`config.mk`:
```
export PLATFORM = sky130hd
export DESIGN_NAME = rr_arbiter_n
export DESIGN_NICKNAME = d
export VERILOG_FILES = /design/src/rtl/rr_arb_pkg.sv /design/src/rtl/rot_prio_enc_n.sv /design/src/rtl/rr_arbiter_n.sv
export SDC_FILE = /design/constraint.sdc
export NUM_CORES = 1
export LEC_CHECK = 0
export BUFFER_PORTS_ARGS = -buffer_cell sky130_fd_sc_hd__buf_4
export CELL_PAD_IN_SITES_DETAIL_PLACEMENT = 2
export CELL_PAD_IN_SITES_GLOBAL_PLACEMENT = 2
export CORE_UTILIZATION = 29
export CTS_CLUSTER_DIAMETER = 80
export DETAILED_ROUTE_END_ITERATION = 12
export GPL_ROUTABILITY_DRIVEN = 0
export PLACE_DENSITY_LB_ADDON = 0.1
export SLEW_MARGIN = 20
export SYNTH_ARGS = -nofsm -noshare
export SYNTH_HDL_FRONTEND = slang
export SYNTH_SLANG_ARGS = --single-unit
```
`constraint.sdc`:
```
create_clock -name clk -period 2.7 [get_ports clk]
set_clock_uncertainty 0.2 [all_clocks]
set_input_delay 0.27 -clock clk [delete_from_list [all_inputs] [get_ports clk]]
set_output_delay 0.27 -clock clk [all_outputs]
set_load 0.01 [all_outputs]
```
`src/rtl/rr_arb_pkg.sv`:
```
// ---------------------------------------------------------------------------
// rr_arb_pkg
// Shared types and helpers for the round-robin arbiter family.
//   arb_state_t : arbiter state machine encoding (IDLE, GRANT, LOCKED).
//                 LOCKED is only reachable when ARB_LOCK_EN is defined.
//   idx_w(n)    : width of a binary index for n requesters; 1 when n <= 1,
//                 else $clog2(n).
// ---------------------------------------------------------------------------
package rr_arb_pkg;

  typedef enum logic [1:0] {
    IDLE   = 2'd0,
    GRANT  = 2'd1,
    LOCKED = 2'd2
  } arb_state_t;

  // A single requester still needs a 1-bit index port so the interface never
  // collapses to a zero-width vector.
  function automatic int idx_w(input int n);
    return (n <= 1) ? 1 : $clog2(n);
  endfunction

endpackage

```
`src/rtl/rot_prio_enc_n.sv`:
```
// ---------------------------------------------------------------------------
// rot_prio_enc_n
// Combinational rotating priority encoder. Searches req_i starting at ptr_i
// and wrapping modulo N (ptr_i, ptr_i+1, ..., N-1, 0, ..., ptr_i-1); the
// first set bit in that order wins.
//
// Parameters
//   N          number of requesters, N >= 1
// Ports
//   req_i      [N-1:0]      request vector
//   ptr_i      [IDX_W-1:0]  index with highest priority (must be < N)
//   win_oh_o   [N-1:0]      one-hot winner, all zeros when nothing requested
//   win_idx_o  [IDX_W-1:0]  binary winner index, 0 when nothing requested
//   any_o                   at least one request is set
// ---------------------------------------------------------------------------
module rot_prio_enc_n
  import rr_arb_pkg::*;
#(
  parameter int N = 4
) (
  input  logic [N-1:0]        req_i,
  input  logic [idx_w(N)-1:0] ptr_i,
  output logic [N-1:0]        win_oh_o,
  output logic [idx_w(N)-1:0] win_idx_o,
  output logic                any_o
);

  localparam int IDX_W = idx_w(N);

  // Wrap is mod N, not mod 2^IDX_W: for non-power-of-2 N the search must
  // never land on the phantom indices N..2^IDX_W-1.
  function automatic logic [IDX_W-1:0] wrap_idx(input logic [IDX_W-1:0] base,
                                                input int               off);
    int sum;
    sum = int'(base) + off;
    if (sum >= N) sum = sum - N;
    return IDX_W'(sum);
  endfunction

  always_comb begin
    // NOTE: every output gets a default before the search loop so no path
    // leaves a value unassigned; that is what keeps this block latch-free.
    win_oh_o  = '0;
    win_idx_o = '0;
    any_o     = 1'b0;
    for (int off = 0; off < N; off++) begin
      if (!any_o && req_i[wrap_idx(ptr_i, off)]) begin
        any_o                          = 1'b1;
        win_idx_o                      = wrap_idx(ptr_i, off);
        win_oh_o[wrap_idx(ptr_i, off)] = 1'b1;
      end
    end
  end

endmodule

```
`src/rtl/rr_arbiter_n.sv`:
```
// ---------------------------------------------------------------------------
// rr_arbiter_n
// Round-robin arbiter for N requesters with a registered one-hot grant and
// binary grant index. A pointer register rotates priority so every
// requester is served fairly; outputs are pure registers (no combinational
// req-to-gnt path).
//
// Build option
//   ARB_LOCK_EN  when defined, the lock input and LOCKED state are active:
//                the current holder keeps its grant while req[w] && lock[w].
//                When undefined, lock is ignored and every grant lasts one
//                cycle.
//
// Parameters
//   N          number of requesters, N >= 1 (IDX_W derived, not overridable)
// Ports
//   clk        rising-edge clock
//   rst        asynchronous, active-high reset
//   req        [N-1:0]      level-sensitive requests
//   lock       [N-1:0]      burst hold per requester (ARB_LOCK_EN only)
//   gnt        [N-1:0]      registered one-hot grant, zero when no grant
//   gnt_valid               registered, equals |gnt
//   gnt_idx    [IDX_W-1:0]  registered binary index, 0 when gnt_valid is 0
// ---------------------------------------------------------------------------
module rr_arbiter_n
  import rr_arb_pkg::*;
#(
  parameter int N = 4
) (
  input  logic                clk,
  input  logic                rst,
  input  logic [N-1:0]        req,
  input  logic [N-1:0]        lock,
  output logic [N-1:0]        gnt,
  output logic                gnt_valid,
  output logic [idx_w(N)-1:0] gnt_idx
);

  localparam int               IDX_W    = idx_w(N);
  localparam logic [IDX_W-1:0] LAST_IDX = IDX_W'(N - 1);

  arb_state_t       state_q, state_d;
  logic [N-1:0]     gnt_q,   gnt_d;
  logic             valid_q, valid_d;
  logic [IDX_W-1:0] idx_q,   idx_d;
  logic [IDX_W-1:0] ptr_q,   ptr_d;

  logic [N-1:0]     win_oh;
  logic [IDX_W-1:0] win_idx;
  logic             win_any;
  logic             hold;

  rot_prio_enc_n #(
    .N (N)
  ) u_enc (
    .req_i     (req),
    .ptr_i     (ptr_q),
    .win_oh_o  (win_oh),
    .win_idx_o (win_idx),
    .any_o     (win_any)
  );

`ifdef ARB_LOCK_EN
  // The registered winner keeps the resource while it both still requests
  // and still asserts lock; dropping either one re-arbitrates this cycle.
  assign hold = (state_q != IDLE) && req[idx_q] && lock[idx_q];
`else
  logic unused_lock;
  assign unused_lock = ^lock;
  assign hold        = 1'b0;
`endif

  always_comb begin
    state_d = state_q;
    gnt_d   = gnt_q;
    valid_d = valid_q;
    idx_d   = idx_q;
    ptr_d   = ptr_q;

    if (!hold) begin
      if (win_any) begin
        state_d = GRANT;
        gnt_d   = win_oh;
        valid_d = 1'b1;
        idx_d   = win_idx;
        // Next search starts just past the winner, wrapping at N-1.
        ptr_d   = (win_idx == LAST_IDX) ? '0 : win_idx + 1'b1;
      end else begin
        state_d = IDLE;
        gnt_d   = '0;
        valid_d = 1'b0;
        idx_d   = '0;
      end
    end
`ifdef ARB_LOCK_EN
    else begin
      // Grant and pointer stay frozen for the whole burst.
      state_d = LOCKED;
    end
`endif
  end

  // NOTE: state is updated with non-blocking assignments only, so every
  // register samples the pre-edge value of its neighbours.
  always_ff @(posedge clk or posedge rst) begin
    if (rst) begin
      state_q <= IDLE;
      gnt_q   <= '0;
      valid_q <= 1'b0;
      idx_q   <= '0;
      ptr_q   <= '0;
    end else begin
      state_q <= state_d;
      gnt_q   <= gnt_d;
      valid_q <= valid_d;
      idx_q   <= idx_d;
      ptr_q   <= ptr_d;
    end
  end

  assign gnt       = gnt_q;
  assign gnt_valid = valid_q;
  assign gnt_idx   = idx_q;

endmodule

```
==> qor.txt <==
status - finished, final reports clean
layout cells sized above 1 - 0.355
DRC - 0
unique cell type count in the Yosys netlist - 26
CORE AREA - 2480 um2
Tot GR Track Use - 0.156
measured slew at the worst slew-check pin - 355 ps
class of the tightest hold or removal check - primary input to flop
ANT nets after route - 0
Die ar. - 2830 um2
wire length of the first global-routing pass - 2990 um
Initial Utilization - 0.307
syn_area_per_cell - 10.7 um2
grt total ovfl - 0
Synth area leaders - dfrtp_1 30%, ha_1 13%, mux2i_1 13%, mux4_2 8.9%, nor2_1 3.5%
Clock Root Buffer - clkbuf_4
RSZ-0062 raised after global routing - false
Synth top area share - 0.296
Fin. Hold Viols - 0
initial antenna violation count - 0
Avg Vias per Cell - 5.03
Synth Instances - 71
fill count - 299
drt first pass iters - 3
largest net degree at the start of global routing - 14
post-route minimum period - 2510 ps
DRT Wirelength - 1780 um
Worst EP required - 2670 ps
Peak VDD IR - 0.635 mV
largest area contributor in the netlist - dfrtp_1
CP Capture Type - flop
Syn Nets - 89
I/O pins - 17
Setup TNS - 0 ps
htree depth - 1
row count - 18
PwrDens - 1290 nW/um2
Final HPWL DP - 1400 um
mapped cell area - 761 um2
Area Overhead vs Synth - 25.5%
Multi-input gate area - 494 um2
# port buffers - 12
part of the cycle the worst path needs - 0.930
area occupied by registers - 225 um2
Yosys Warn Count - 0
CTS tree - done
Die Height - 53.2 um
Pleak - 0.000459 uW
CTS clk-pin slew, worst paths - 60 ps
DR WL/cell - 14.5 um
clk_lat worst skew - 250 ps
crit-path max FO - 10
WS Path Type - flop to flop
Rel. slew slack - 0.763
Num CTS Buffers - 3
Clock Tree Buf Depth - 2
DR iter-0 viols - 4
Vias - 619
register area share after synthesis - 0.296
final setup fails - 0
Worst Path Arrival - 2490 ps
total power - 1230 uW
maxcap violations - 0
Slew Limit Fails - 0
Seq cells post-synth - 9
vias in the first global route - 656
post_cts resized - 0
Sink Count - 9
Die W - 53.2 um
Critical Path Start Type - flop
fin nets - 112
final antenna diode count - 0
final core utilization - 0.385
fmax - 0.398 GHz
[worst max-delay path: stages (launching register included)]
cell      delay (ps)
dfrtp_1          350
inv_1            100
ha_1             390
mux4_2           460
nor3_1           370
nor2_1            90
mux2_4           280
a211oi_2         180
[layer usage]
layer / share of wire / vias up / global-route usage
li1: - / 302 / -
met3: 0.022 / 4 / 0.0172
met4: 0.026 / 0 / 0.0921
met1: 0.46 / 301 / 0.188
met5: 0 / - / 0
met2: 0.49 / 12 / 0.260
[cell families after synthesis]
kind of cell | after synthesis | synth area share
and+or+nand+nor | 17 | 0.112
muxes | 16 | 0.270
AOI/OAI and AO/OA | 13 | 0.125
DFF | 9 | 0.296
adders and majority gates | 8 | 0.132
buffers and inverters | 7 | 0.0543
xor gates and xnor gates | 1 | 0.0115
[cell usage after synthesis]
library cell	n
nor4_1	1
buf_6	2
a22oi_1	1
a211oi_2	1
dfrtp_1	9
nor2b_4	1
o21ai_2	2
o22ai_1	1
inv_1	5
a211oi_1	1
nor2b_1	1
a21oi_1	1
o21ai_1	1
a221o_1	1
xnor2_1	1
o22a_1	1
nor3_1	2
mux2i_1	10
ha_1	8
mux2_4	1
and2_2	1
nor2_1	7
nand2_1	4
mux4_2	3
o21ai_0	3
mux2_2	2
[final cells by class]
cell class	instances	area share
repair buffers	20	0.160
inverters	5	0.0197
flip-flops and latches	9	0.236
well taps	30	0.0393
multi-input cells	55	0.518
clock buffers	4	0.0275
[per-stage QoR]
step | hold slack, ps | cells | area, um2 | setup WS, ps
final | 211 | 123 | 955 | 189
after detailed placement | 67.1 | 118 | 918 | 192
after CTS | 206 | 123 | 955 | 157
after global routing | 227 | 123 | 955 | 16.8
after floorplan | -102 | 71 | 761 | 182
after global placement | 47.8 | 118 | 918 | 231
[final timing paths]
path	from	endpoint	slack [ps]	cells past startpoint
worst max register to register	ptr_q[1]$_DFFE_PP0P_	ptr_q[1]$_DFFE_PP0P_	190	7
min in group asynchronous	rst	gnt_idx[1]$_DFF_PP0_	350	3
worst max-delay path	ptr_q[1]$_DFFE_PP0P_	ptr_q[1]$_DFFE_PP0P_	190	7
worst min register to register	ptr_q[0]$_DFFE_PP0P_	ptr_q[0]$_DFFE_PP0P_	510	3
worst min-delay path	req[2]	gnt_valid$_DFF_PP0_	210	4
max in group asynchronous	rst	gnt[1]$_DFF_PP0_	1690	3
[where the power goes]
group / leakage, uW / internal, uW / switching, uW / total [uW]
Sequential: 0.000108 / 194 / 18.5 / 212
Clock: 0.0000150 / 56.8 / 44.1 / 101
Combinational: 0.000336 / 445 / 471 / 916
[state kept, by name (all words and copies together) (netlist names)]
signal and cells:
gnt_valid 1, gnt 4, ptr_q 2, gnt_idx 2
[cell usage in the layout (no fill, tap or decap), types with 2 or more instances in the layout]
cell	count
mux2_2	2
inv_1	5
mux4_2	3
clkbuf_4	3
ha_1	8
buf_4	19
o21ai_2	2
mux2i_1	10
o21ai_0	3
nor2_1	7
nor3_1	2
nand2_1	4
dfrtp_1	9
[what timing repair did]
action                    CTS  global route
hold endpoints to repair    9             0
hold buffers                1             0
buffers inserted            0             0
Power figures use the tool's default switching activity.
